## src/rtl/bcd_cnt_n.sv

```systemverilog
// Multi-digit BCD up/down counter with parallel load, wrap or saturate at the range ends,
// a registered roll-over pulse and a registered invalid-load flag.
module bcd_cnt_n #(
   parameter int unsigned DIGITS   = 4,
   parameter bit          SATURATE = 1'b0
) (
   input  logic                  clk,
   input  logic                  clr,
   input  logic                  ce,
   input  logic                  up,
   input  logic                  load,
   input  logic [4*DIGITS-1:0]   din,
   output logic [4*DIGITS-1:0]   qout,
   output logic                  tc,
   output logic                  roll,
   output logic                  load_err
);

   logic [4*DIGITS-1:0] cnt_q;
   logic [4*DIGITS-1:0] cnt_step;
   logic [4*DIGITS-1:0] din_fix;
   logic                all9;
   logic                all0;
   logic                din_bad;
   logic                roll_q;
   logic                load_err_q;

   always_comb begin
      all9 = 1'b1;
      all0 = 1'b1;
      for (int unsigned i = 0; i < DIGITS; i++) begin
         if (cnt_q[4*i +: 4] != 4'd9) all9 = 1'b0;
         if (cnt_q[4*i +: 4] != 4'd0) all0 = 1'b0;
      end
      tc = up ? all9 : all0;
   end

   // Ripple the carry/borrow through the decades; a digit moves only while
   // every lower digit sits at the end value for the current direction.
   always_comb begin
      logic       chain;
      logic [3:0] d;
      chain    = 1'b1;
      cnt_step = cnt_q;
      for (int unsigned i = 0; i < DIGITS; i++) begin
         d = cnt_q[4*i +: 4];
         if (chain) begin
            if (up) begin
               cnt_step[4*i +: 4] = (d == 4'd9) ? 4'd0 : d + 4'd1;
               chain              = (d == 4'd9);
            end else begin
               cnt_step[4*i +: 4] = (d == 4'd0) ? 4'd9 : d - 4'd1;
               chain              = (d == 4'd0);
            end
         end
      end
      if (SATURATE && tc) cnt_step = cnt_q;
   end

   always_comb begin
      din_fix = din;
      din_bad = 1'b0;
      for (int unsigned i = 0; i < DIGITS; i++) begin
         if (din[4*i +: 4] > 4'd9) begin
            din_fix[4*i +: 4] = 4'd0;
            din_bad           = 1'b1;
         end
      end
   end

   always_ff @(posedge clk) begin
      if (clr) begin
         cnt_q      <= '0;
         roll_q     <= 1'b0;
         load_err_q <= 1'b0;
      end else begin
         roll_q     <= 1'b0;
         load_err_q <= 1'b0;
         if (load) begin
            cnt_q      <= din_fix;
            load_err_q <= din_bad;
         end else if (ce) begin
            cnt_q  <= cnt_step;
            roll_q <= tc;
         end
      end
   end

   assign qout     = cnt_q;
   assign roll     = roll_q;
   assign load_err = load_err_q;

endmodule

```

## config.mk

```make
export PLATFORM = sky130hd
export DESIGN_NAME = bcd_cnt_n
export DESIGN_NICKNAME = d
export VERILOG_FILES = /design/src/rtl/bcd_cnt_n.sv
export SDC_FILE = /design/constraint.sdc
export NUM_CORES = 1
export LEC_CHECK = 0
export CORE_MARGIN = 2
export CORE_UTILIZATION = 30
export CTS_CLUSTER_DIAMETER = 30
export DETAILED_ROUTE_END_ITERATION = 10
export PLACE_DENSITY_LB_ADDON = 0.15
export SYNTH_ARGS = -nofsm -noshare
export SYNTH_HDL_FRONTEND = slang
export SYNTH_SLANG_ARGS = --single-unit
```

## constraint.sdc

```tcl
create_clock -name clk -period 3.85 [get_ports clk]
set_input_delay 0.77 -clock clk [delete_from_list [all_inputs] [get_ports clk]]
set_output_delay 0.77 -clock clk [all_outputs]
set_load 0.1 [all_outputs]
```

After elaboration in Yosys (flattened, before gate mapping)
Index checks and enable logic that the tools add are counted.

Flip-flop bits (word level): 18. Word-level logic and storage cells: 84.

Order comparisons: 4. Mux-type cells: 39. $add $sub $neg: 8. Eq/ne operators: 8. Reduce and logical (&&, ||, !) cells: 17. Bitwise operators: 2.

Operators by type and width (number): two-way mux 4 bit (19); two-way mux 16 bit (2); two-way mux 1 bit (18); adder 4 x 1 -> 4 bit (second input constant) (4); == test 4 bit (second input constant) (4); > comparator 4 bit (second input constant) (4); zero test 4 bit (4); inequality test 4 bit (second input constant) (4); nonzero test 4 bit (4); subtractor 4 x 1 -> 4 bit (second input constant) (4); nonzero test 2 bit (4); AND reduction 2 bit (3); OR reduction 3 bit (1); NOT 1 bit (2); OR reduction 2 bit (1).

Longest topological paths before layout
Depth in word-level cells: 7. Depth in mapped cells: 7. Gate-level depth less buffers: 5.

Worst setup path before layout
No wires, ideal clock.

Path kind: register to output. Start point: register cnt_q[12], in the netlist qout[12]. End point: output port tc. Stages on the path, launching flop included: 6. Buffers on the path: 1. Arrival: 3199 ps. Slack: -119 ps. Data required time: 3080 ps. Cells stage by stage: dfxtp_1 > clkbuf_1 > inv_1 > nor3_1 > nand4_1 > a21oi_1.

Word-level cells in the longest chain between the ends: 3. Elaborated cells on any way between the ends: 5. Classes of those cells: eq/ne (1); mux (3); reduce/logical (1).

RTL lines: from (decl) (line 19) `logic [4*DIGITS-1:0] cnt_q;`; from (signal assigned) (line 80) `cnt_q <= din_fix;`; from (signal assigned) (line 83) `cnt_q <= cnt_step;`; inequality test 4 bit or nonzero test 4 bit (tied branches) (line 32, 33); two-way mux 1 bit (on tied branches) (line 32, 33); two-way mux 1 bit (*) (line 35) `tc = up ? all9 : all0;`; to (decl) (line 14) `output logic tc,`.

Mark *: on every way between the ends. The rest lies on a longest branch, timed or not.

Worst setup path in the final report
Start point: register cnt_q[0], in the netlist qout[0]. End point: output port qout[0].

RTL lines: to (decl) (line 13) `output logic [4*DIGITS-1:0] qout,`.

No word-level cell between the ends.

==> results by group <==
Critical path
  • Data required, critical path: a little over 3 ns
  • FF-to-FF setup slack: 1.92 ns
  • Reg2Reg Depth: 5
  • WP buf/inv: 1
  • CP delay by family, top: buffers and inverters
  • Worst path cell trace: clkdlybuf4s50_1
  • RR Endpoint: qout[9]
  • Worst-path fanout max: 14
  • Crit path launch type: flip-flop
  • Critical path class: flip-flop to output pin
  • CP Capture Type: output pin
  • Critical path depth in cells: 1
  • Worst Path Arrival: 2.10 ns
  • Max incr delay on CP: 1.22 ns
  • FF-to-FF Start: qout[0]
  • Crit path max-delay cell type: clkdlybuf4s50_1

Yosys
  • Area leader, netlist: dfxtp_1
  • Distinct cell type count after synthesis: 55
  • Async SR Flop Fraction: 0%
  • Post-Synth XOR/XNOR Area: 4.97%
  • EDFF count, synth: 0
  • Mapped Nets: 243
  • Synthesis-stage register bit count: 18
  • Commonest cells post-synth: 18 x dfxtp_1, 18 x nand2_1, 16 x a21oi_1
  • Syn Area/Cell: 7.14 sq um
  • Yosys top cell area share: 22.7%
  • Mux share of post-synthesis cell area: 1.26%
  • Synth Flop Type: dfxtp_1
  • Synth Area in Adders: 0%
  • Largest cells by area after synthesis: dfxtp_1 23%, a21oi_1 5.1%, nand2_1 4.3%
  • Mapped cell area: 0.00159 sq mm
  • Synth Instances: between 200 and 250
  • Register area share after synthesis: 22.7%
  • Main combinational cell family by area after synthesis: compound AO/OA/AOI/OAI gates
  • Post-synthesis compound-gate area fraction: 32.0%
  • Synth Area in Simple Gates: a little under a third
  • YS warnings: 0

Power and ir drop
  • Pwr Total: 0.000606 W
  • Leak Pwr: approximately 0.67 nW
  • Switch Pwr: 0.000252 W
  • Switching Share: 41.5%
  • Max IR drop VDD: 136 uV
  • Clock power share: 22.2%
  • Logic pwr share: 40.4%
  • Int Pwr: 0.000354 W
  • Power per cell area: 299 mW/mm^2
  • Seq pwr share: 37.4%

Global route
  • Vias in the first global route: 1526
  • GRT Util Overall: 15.1%
  • Grt ovf: 0
  • First-pass GRT wire length: 7380 um
  • Pin count of the biggest net entering global routing: 34
  • Initial antenna violation count: 0

Floorplan
  • Die area: 0.00588 sq mm
  • DIE WIDTH: 76.7 um
  • Die Ht: about 77 um
  • Initial Util: 31.0%
  • Core Area: 0.00511 sq mm
  • # rows: 26
  • I/O pin count: 40

STA
  • Fin crit share: 74.5%
  • Max frequency: between 300 and 400 MHz
  • Min cycle time layout: 2.87 ns
  • Max-slew headroom: 34.7%
  • RSZ-0062 raised after global routing: false
  • Final hold slack: around 0.61 ns
  • Clk_skew: 0.00492 ns
  • Setup Total Neg Slack: 0 ns
  • Final Max Slew Viols: 0
  • Final WS setup: 0.983 ns
  • # setup viols final: 0
  • Hold Vio Cnt, Final: 0
  • Worst slew pin tran: 0.976 ns

Clocking
  • CTS hold repair buffers: 0
  • Clock Pin Slew Worst Setup and Hold Paths: 0.06 ns
  • Num CTS Buffers: 3
  • Max Root-Sink Buffers: 2
  • Worst skew pair latency: ~0.26 ns
  • Total number of H-tree levels: 1
  • Sink Count: 18
  • Post-CTS Setup Bufs: 0
  • CTS tree: built
  • Root Driver: clkbuf_8
  • Post-cts resize count: 0

Layout
  • Diode count: 0
  • Area growth, synth to finish: 27.9%
  • Fill count: 573
  • Fin nets: 267
  • Final core utilization: 39.7%
  • Share of post-route cells with drive strength above 1: 5.74%

Min path
  • Hold Path Stages: 2
  • Min-Delay Path Class: flip-flop to flip-flop
  • Min-delay src: qout[14]
  • End of the worst hold path: qout[14]

Routing
  • Vias/cell: 5.32
  • WL/cell: between 10 and 15 um
  • Post-route ant nets: 0
  • Starting DRC count in detailed routing: 90
  • Final WL: about 4300 um
  • Residual DRC: 0
  • Routed vias: about 1700
  • Drt pass-1 iters: 4

Flow run
  • Max-cap violations: 0

Outcome
  • Run status: complete, no violations

Place
  • Final Wtd Congestion: 0.762
  • Post-DP HPWL: 3120 um
  • Post-place setup slack: 0.969 ns
  • # port buffers: 39
-- metal layers --
layer  global-route usage, %  vias to the layer above  share of wire, %
met2                    24.1                       35                44
met3                    3.18                        7               4.4
met5                       0                        -                 0
met4                    4.91                        0               1.6
li1                        -                      867                 -
met1                    20.2                      763                50
-- cell families (layout without fill, tap and decap cells) --
| logic type | Yosys count | in the layout |
|---|---|---|
| buffers and inverters | 32 | 54 |
| muxes | 2 | 2 |
| AOI/OAI and AO/OA | 74 | 74 |
| xor gates and xnor gates | 9 | 9 |
| DFF | 18 | 18 |
| and+or+nand+nor | 87 | 87 |
-- placed cells by master (no fill, tap or decap), types with 4 or more instances in the layout --
cell,count
nor4_1,6
nand3_1,6
nor3_1,7
a31oi_1,10
dfxtp_1,18
and3_1,6
o22ai_1,5
clkdlybuf4s50_1,37
nor2_1,15
inv_1,10
o21ai_0,12
a21oi_1,15
nand3b_1,5
nand2_1,18
nand2b_1,4
xnor2_1,7
-- worst max-delay path by stage --
stage / startpoint / end
2_1_floorplan: qout[12] / tc
3_3_place_gp: up / tc
3_5_place_dp: up / qout[9]
4_1_cts: qout[0] / qout[0]
5_1_grt: qout[0] / qout[0]
6_report: qout[0] / qout[0]
-- flip-flops by register name (all words and copies together) (netlist names) --
register / cells
load_err: 1
qout: 16
roll: 1
-- final cells by class --
| class | instances | area, sq um | share of cell area [%] |
|---|---|---|---|
| Clock buffer | 3 | 41.3 | 2.04 |
| Inverter | 10 | 37.5 | 1.85 |
| Multi-Input combinational cell | 172 | 1090 | 53.7 |
| Tap cell | 70 | 87.6 | 4.32 |
| Sequential cell | 18 | 360 | 17.8 |
| Timing Repair Buffer | 41 | 413 | 20.4 |
-- power by group through the flow --
stage	Sequential [W]	Combinational [W]	Clock, W
floorplan	0.000288	0.000123	0
global placement	0.000231	0.000245	0
detailed placement	0.000231	0.000245	0
CTS	0.000227	0.000246	0.000138
global route	0.000230	0.000264	0.000146
finish	0.000227	0.000245	0.000134
-- metrics by stage --
stage | cell area (sq um) | cells
after floorplan | 1590 | 222
after global placement | 1990 | 311
after detailed placement | 1990 | 311
after CTS | 2030 | 314
after global routing | 2030 | 314
final | 2030 | 314
(Power assumes the default switching activity.)
